--- config.mk ---
export PLATFORM = sky130hd
export DESIGN_NAME = ctrl_paso_cpu_flat
export DESIGN_NICKNAME = d
export VERILOG_FILES = /design/src/rtl/ctrl_paso_cpu_pkg.sv /design/src/rtl/ctrl_paso_cpu_if.sv /design/src/rtl/ctrl_paso_cpu_div.sv /design/src/rtl/ctrl_paso_cpu.sv /design/src/flat_wrapper.sv
export SDC_FILE = /design/constraint.sdc
export NUM_CORES = 1
export LEC_CHECK = 0
export BUFFER_PORTS_ARGS = -buffer_cell sky130_fd_sc_hd__buf_2
export CORE_MARGIN = 1.5
export CORE_UTILIZATION = 40
export CTS_BUF_LIST = sky130_fd_sc_hd__clkbuf_16
export DETAILED_ROUTE_END_ITERATION = 10
export PLACE_DENSITY = 0.56
export SLEW_MARGIN = 0
export SYNTH_ARGS = -nofsm -noshare
export SYNTH_HDL_FRONTEND = slang
export SYNTH_HIERARCHICAL = 1
export SYNTH_SLANG_ARGS = --single-unit
export TNS_END_PERCENT = 1
--- constraint.sdc ---
create_clock -name clk -period 6.6 [get_ports clk]
set_input_delay 1.98 -clock clk [delete_from_list [all_inputs] [get_ports clk]]
set_output_delay 1.98 -clock clk [all_outputs]
set_load 0.05 [all_outputs]
--- src/rtl/ctrl_paso_cpu_pkg.sv ---
// ctrl_paso_cpu_pkg: state encoding and display width shared with the LED/7-segment block
package ctrl_paso_cpu_pkg;
    localparam int ESTADO_W = 2;
    typedef enum logic [ESTADO_W-1:0] {
        IDLE   = 2'd0,
        STEP   = 2'd1,
        RUN    = 2'd2,
        HALTED = 2'd3
    } estado_t;
endpackage

--- src/rtl/ctrl_paso_cpu_if.sv ---
// ctrl_paso_cpu_if: button/mode/halt inputs and enable/count/state outputs of the step controller
//   master: drives pulso, modo, halt; observes en_cpu, cuenta, estado, ocupado
//   slave : the controller side
interface ctrl_paso_cpu_if
    import ctrl_paso_cpu_pkg::*;
#(
    parameter int CNT_W = 16
);
    logic                pulso;
    logic                modo;
    logic                halt;
    logic                en_cpu;
    logic [CNT_W-1:0]    cuenta;
    logic [ESTADO_W-1:0] estado;
    logic                ocupado;
    modport master(output pulso, modo, halt, input en_cpu, cuenta, estado, ocupado);
    modport slave(input pulso, modo, halt, output en_cpu, cuenta, estado, ocupado);
endinterface

--- src/rtl/ctrl_paso_cpu_div.sv ---
// div_habilitador: run-mode prescaler, one-cycle tick every PRESC_DIV cycles while not cleared
//   clk, rst : clock, async active-high reset
//   clr      : synchronous clear (held while not running)
//   tick     : high in the cycle the count sits at PRESC_DIV-1
module div_habilitador #(
    parameter int PRESC_DIV = 1000000,
    parameter int PRESC_W   = 20
) (
    input  logic clk,
    input  logic rst,
    input  logic clr,
    output logic tick
);
    logic [PRESC_W-1:0] cnt;
    assign tick = ~clr & (cnt == PRESC_W'(PRESC_DIV - 1));
    always_ff @(posedge clk or posedge rst) begin
        if (rst) cnt <= '0;
        else     cnt <= (clr | tick) ? '0 : cnt + 1'b1;
    end
endmodule

--- src/rtl/ctrl_paso_cpu.sv ---
// ctrl_paso_cpu: turns button pulses into single-step or prescaled-run CPU clock enables
//   clk, rst : clock, async active-high reset
//   bus      : slave side of ctrl_paso_cpu_if (pulso/modo/halt in; en_cpu/cuenta/estado/ocupado out)
module ctrl_paso_cpu
    import ctrl_paso_cpu_pkg::*;
#(
    parameter int PRESC_DIV = 1000000,
    parameter int PRESC_W   = 20,
    parameter int CNT_W     = 16
) (
    input logic           clk,
    input logic           rst,
    ctrl_paso_cpu_if.slave bus
);
    estado_t          state, nxt;
    logic             pulso_q, pedge, tick, en, en_d;
    logic [CNT_W-1:0] cuenta;
    assign pedge       = bus.pulso & ~pulso_q;
    assign bus.en_cpu  = en;
    assign bus.cuenta  = cuenta;
    assign bus.estado  = state;
    assign bus.ocupado = (state == RUN);
    // prescaler is held at zero outside RUN, so entering RUN always starts a fresh period
    div_habilitador #(.PRESC_DIV(PRESC_DIV), .PRESC_W(PRESC_W)) u_div (
        .clk (clk),
        .rst (rst),
        .clr (state != RUN),
        .tick(tick)
    );
    always_ff @(posedge clk or posedge rst) begin
        if (rst) begin
            state   <= IDLE;
            pulso_q <= 1'b0;
            en      <= 1'b0;
            cuenta  <= '0;
        end else begin
            state   <= nxt;
            pulso_q <= bus.pulso;
            en      <= en_d;
            cuenta  <= cuenta + CNT_W'(en);
        end
    end
    // halt always takes priority over a button edge
    always_comb begin
        nxt = state;
        case (state)
            IDLE:    nxt = bus.halt ? HALTED : pedge ? (bus.modo ? RUN : STEP) : IDLE;
            STEP:    nxt = bus.halt ? HALTED : IDLE;
            RUN:     nxt = bus.halt ? HALTED : (pedge | ~bus.modo) ? IDLE : RUN;
            HALTED:  nxt = (pedge & ~bus.halt) ? IDLE : HALTED;
            default: nxt = IDLE;
        endcase
        // a tick in the cycle RUN is left is dropped
        en_d = (nxt == STEP) | (nxt == RUN & tick);
    end
endmodule

--- src/flat_wrapper.sv ---
// flat-port wrapper written by rule: the top's interface ports become plain ports
module ctrl_paso_cpu_flat import ctrl_paso_cpu_pkg::*;
#(
    parameter int PRESC_DIV = 1000000,
    parameter int PRESC_W   = 20,
    parameter int CNT_W     = 16
)
  (clk, rst, bus_pulso, bus_modo, bus_halt, bus_en_cpu, bus_cuenta, bus_estado, bus_ocupado);
  ctrl_paso_cpu_if #(.CNT_W(CNT_W)) bus_i ();
  input logic clk;
  input logic rst;
  input wire logic [$bits(bus_i.pulso)-1:0] bus_pulso;
  input wire logic [$bits(bus_i.modo)-1:0] bus_modo;
  input wire logic [$bits(bus_i.halt)-1:0] bus_halt;
  output wire logic [$bits(bus_i.en_cpu)-1:0] bus_en_cpu;
  output wire logic [$bits(bus_i.cuenta)-1:0] bus_cuenta;
  output wire logic [$bits(bus_i.estado)-1:0] bus_estado;
  output wire logic [$bits(bus_i.ocupado)-1:0] bus_ocupado;
  assign bus_i.pulso = bus_pulso;
  assign bus_i.modo = bus_modo;
  assign bus_i.halt = bus_halt;
  assign bus_en_cpu = bus_i.en_cpu;
  assign bus_cuenta = bus_i.cuenta;
  assign bus_estado = bus_i.estado;
  assign bus_ocupado = bus_i.ocupado;
  ctrl_paso_cpu #(.PRESC_DIV(PRESC_DIV), .PRESC_W(PRESC_W), .CNT_W(CNT_W)) u_core (.clk(clk), .rst(rst), .bus(bus_i));
endmodule
==> flow_metrics.env <==
export IMPL_status="finished clean"
export IMPL_synth_most_common_cell="dfrtp_1"
export IMPL_maxSlewHeadroom_pct=43.7
export IMPL_rsz0062_at_grt="no"
export IMPL_synth_area_um2=1910
export IMPL_finalHoldViolations=0
export IMPL_clock_latency_ns=0.27
export IMPL_reg2reg_depth=6
export IMPL_cts_tree="built"
export IMPL_vias=1445
export IMPL_max_clock_freq_mhz=310
export IMPL_skew_ns=0.00262
export IMPL_cts_max_level=2
export IMPL_cp_startpoint="u_core/bus.estado[0]"
export IMPL_final_instance_count_excl_fill=262
export IMPL_final_cell_area_um2=2210
export IMPL_dieHeight_um=72.1
export IMPL_synth_seq_cells=40
export IMPL_placementRows=24
export IMPL_grt_max_degree=21
export IMPL_grt_overflow_total=0
export IMPL_postCtsSetupRepairBufs=0
export IMPL_hpwl_mm=2.63
export IMPL_drc=0
export IMPL_ys_types=35
export IMPL_syn_to_final_growth_pct=15.7
export IMPL_root_buffer="clkbuf_16"
export IMPL_drt_iter0_markers=72
export IMPL_worst_path_max_delay_cell="dfrtp_1"
export IMPL_r2r_start="u_core/u_div/cnt[6]"
export IMPL_path_cells="nand2b_1 > inv_1 > buf_2"
export IMPL_track_usage_pct=15.3
export IMPL_max_stage_delay_ns=0.42
export IMPL_power_density_nw_per_um2=233
export IMPL_leakagePower_uw=0.000973
export IMPL_cp_max_fo=6
export IMPL_synth_common_cells="dfrtp_1 (40), xnor2_1 (17), nor2_1 (16)"
export IMPL_synth_top_area_share_pct=52.4
export IMPL_gp_congestion=0.792
export IMPL_dieWidth_um=72.1
export IMPL_path_clk_slew_ns=0.06
export IMPL_floorplan_initialDensity_pct=42.7
export IMPL_cts_buffers=5
export IMPL_nFillCells=397
export IMPL_tns_ns=0
export IMPL_cts_hold_buffers=0
export IMPL_timing_final_max_slew_violations=0
export IMPL_drtAntennaViolNets=0
export IMPL_maxCapViolations=0
export IMPL_grt_pass1_wl_mm=6.16
export IMPL_peakVddDrop_mv=0.112
export IMPL_critPathRequiredTime_ns=4.62
export IMPL_finalCritPeriodShare_pct=48.8
export IMPL_antenna_cells=0
export IMPL_post_cts_resized=0
export IMPL_die_area_um2=5200
export IMPL_placed_area_um2=2070
export IMPL_cts_max_path_buffers=2
export IMPL_finalSetupViolations=0
export IMPL_synth_edf_count=0
export IMPL_total_power_uw=515
export IMPL_arrival_ns=1.24
export IMPL_cts_sinks=40
export IMPL_viasPerCell=5.52
export IMPL_max_slew_worst_pin_slew_ns=0.844
export IMPL_cp_end_kind="primary output"
export IMPL_wirelength_mm=3.67
export IMPL_cp_endpoint="bus_ocupado"
export IMPL_async_flop_share_pct=100
export IMPL_synth_area_top_cells="dfrtp_1 (52%), xnor2_1 (7.8%), xor2_1 (4.1%)"
export IMPL_antenna_found_initial=0
export IMPL_yosysTopAreaCell="dfrtp_1"
export IMPL_fin_crit_ns=3.22
export IMPL_crit_type="reg2out"
export IMPL_nets=218
export IMPL_synthCells=182
export IMPL_drt_wirelength_per_cell_um=14.0
export IMPL_ys_seq_area_share_pct=52.4
export IMPL_cp_start_kind="register"
export IMPL_fin_util_pct=49.4
export IMPL_pin_count=25
export IMPL_core_area_um2=4470
export IMPL_worstHoldPathType="reg2reg"
export IMPL_rrSetupSlack_ns=4.19
export IMPL_first_global_vias=1275
export IMPL_yosys_warnings=6
export IMPL_final_layout_size_suffix_gt1_share_pct=18.1
export IMPL_ys_flop_type="dfrtp_1"
export IMPL_rr_endpoint="u_core/bus.en_cpu"
export IMPL_dp_cells=255
export IMPL_dr_pass1_iters=4
export IMPL_min_path_cells=1
export IMPL_syn_avg_cell_area_um2=10.5
export IMPL_synth_fp_nets=190
export IMPL_port_buffers=24
-- layout by cell type, fill, tap and decap left out, types with 2 or more instances in the layout --
cell type and n:
o31ai_1 2, clkbuf_16 5, or4_1 5, nand2b_1 2, ha_1 3, or4_4 2, buf_2 24, dfrtp_1 40
inv_1 12, or3_1 4, or2_2 2, a21oi_1 7, nor2_1 16, nand4_1 9, xor2_1 9, nand3_2 2
nor4_1 8, nor3_1 3, nand3_1 9, xnor2_1 17, nand2_1 12, o21ai_0 4
-- area by class of cell --
| type | instances | area (um2) | share of cell area [%] |
|---|---|---|---|
| timing repair buffer | 24 | 120 | 5.44 |
| multi-input combinational | 128 | 847 | 38.4 |
| clock inverter | 2 | 8.76 | 0.397 |
| sequential | 40 | 1000 | 45.3 |
| clock buffer | 5 | 125 | 5.67 |
| tap | 52 | 65.1 | 2.95 |
| inverter | 11 | 41.3 | 1.87 |
-- through the flow --
step	hold WS [ns]	setup slack, ns
2_1_floorplan	0.450	3.39
3_3_place_gp	0.453	3.70
3_5_place_dp	0.462	3.66
4_1_cts	0.469	3.36
5_1_grt	0.501	3.28
6_report	0.465	3.38
-- worst min-delay path by stage --
stage | from | end | slack [ns]
floorplan | u_core/u_div/cnt[0] | u_core/u_div/cnt[0] | 0.45
global placement | u_core/bus.cuenta[15] | u_core/bus.cuenta[15] | 0.45
detailed placement | u_core/bus.cuenta[15] | u_core/bus.cuenta[15] | 0.46
CTS | u_core/bus.cuenta[15] | u_core/bus.cuenta[15] | 0.47
global route | u_core/bus.cuenta[0] | u_core/bus.cuenta[0] | 0.50
finish | u_core/bus.cuenta[15] | u_core/bus.cuenta[15] | 0.47
-- per-layer routing --
metal  up-vias  global-route usage (%)  part of all wire [%]
met5         -                       0                     0
met4         0                    4.40                   1.2
met2        50                    22.5                    42
met1       688                    22.3                    51
met3         6                    4.03                   6.0
li1        701                       -                     -
-- flip-flops by register name, indices dropped and copies added (netlist names) --
signal	count
u_core/bus.cuenta	16
u_core/bus.en_cpu	1
u_core/bus.estado	2
u_core/pulso_q	1
u_core/u_div/cnt	20
-- logic make-up after synthesis --
group | Yosys count | share of synthesized area (%)
AND/OR/NAND/NOR | 81 | 24.2
flip-flops | 40 | 52.4
XOR/XNOR | 26 | 11.9
adder cells (fa/ha/maj) | 3 | 1.97
buffers and inverters | 14 | 3.21
AO/OA/AOI/OAI | 18 | 6.29
-- power breakdown --
group | internal, uW | total, uW | switching, uW | leakage, uW
logic | 8.00 | 37.5 | 29.5 | 0.000355
registers | 250 | 255 | 4.68 | 0.000547
clock network | 136 | 222 | 86.6 | 0.0000709
-- critical path: cells and delay by family (launching register included) --
| kind | cells | cell delay (ns) |
|---|---|---|
| buffers and inverters | 2 | 0.32 |
| flip-flops | 1 | 0.42 |
| AND/OR/NAND/NOR | 1 | 0.22 |
Note: power is estimated with default switching activity, not from simulation.
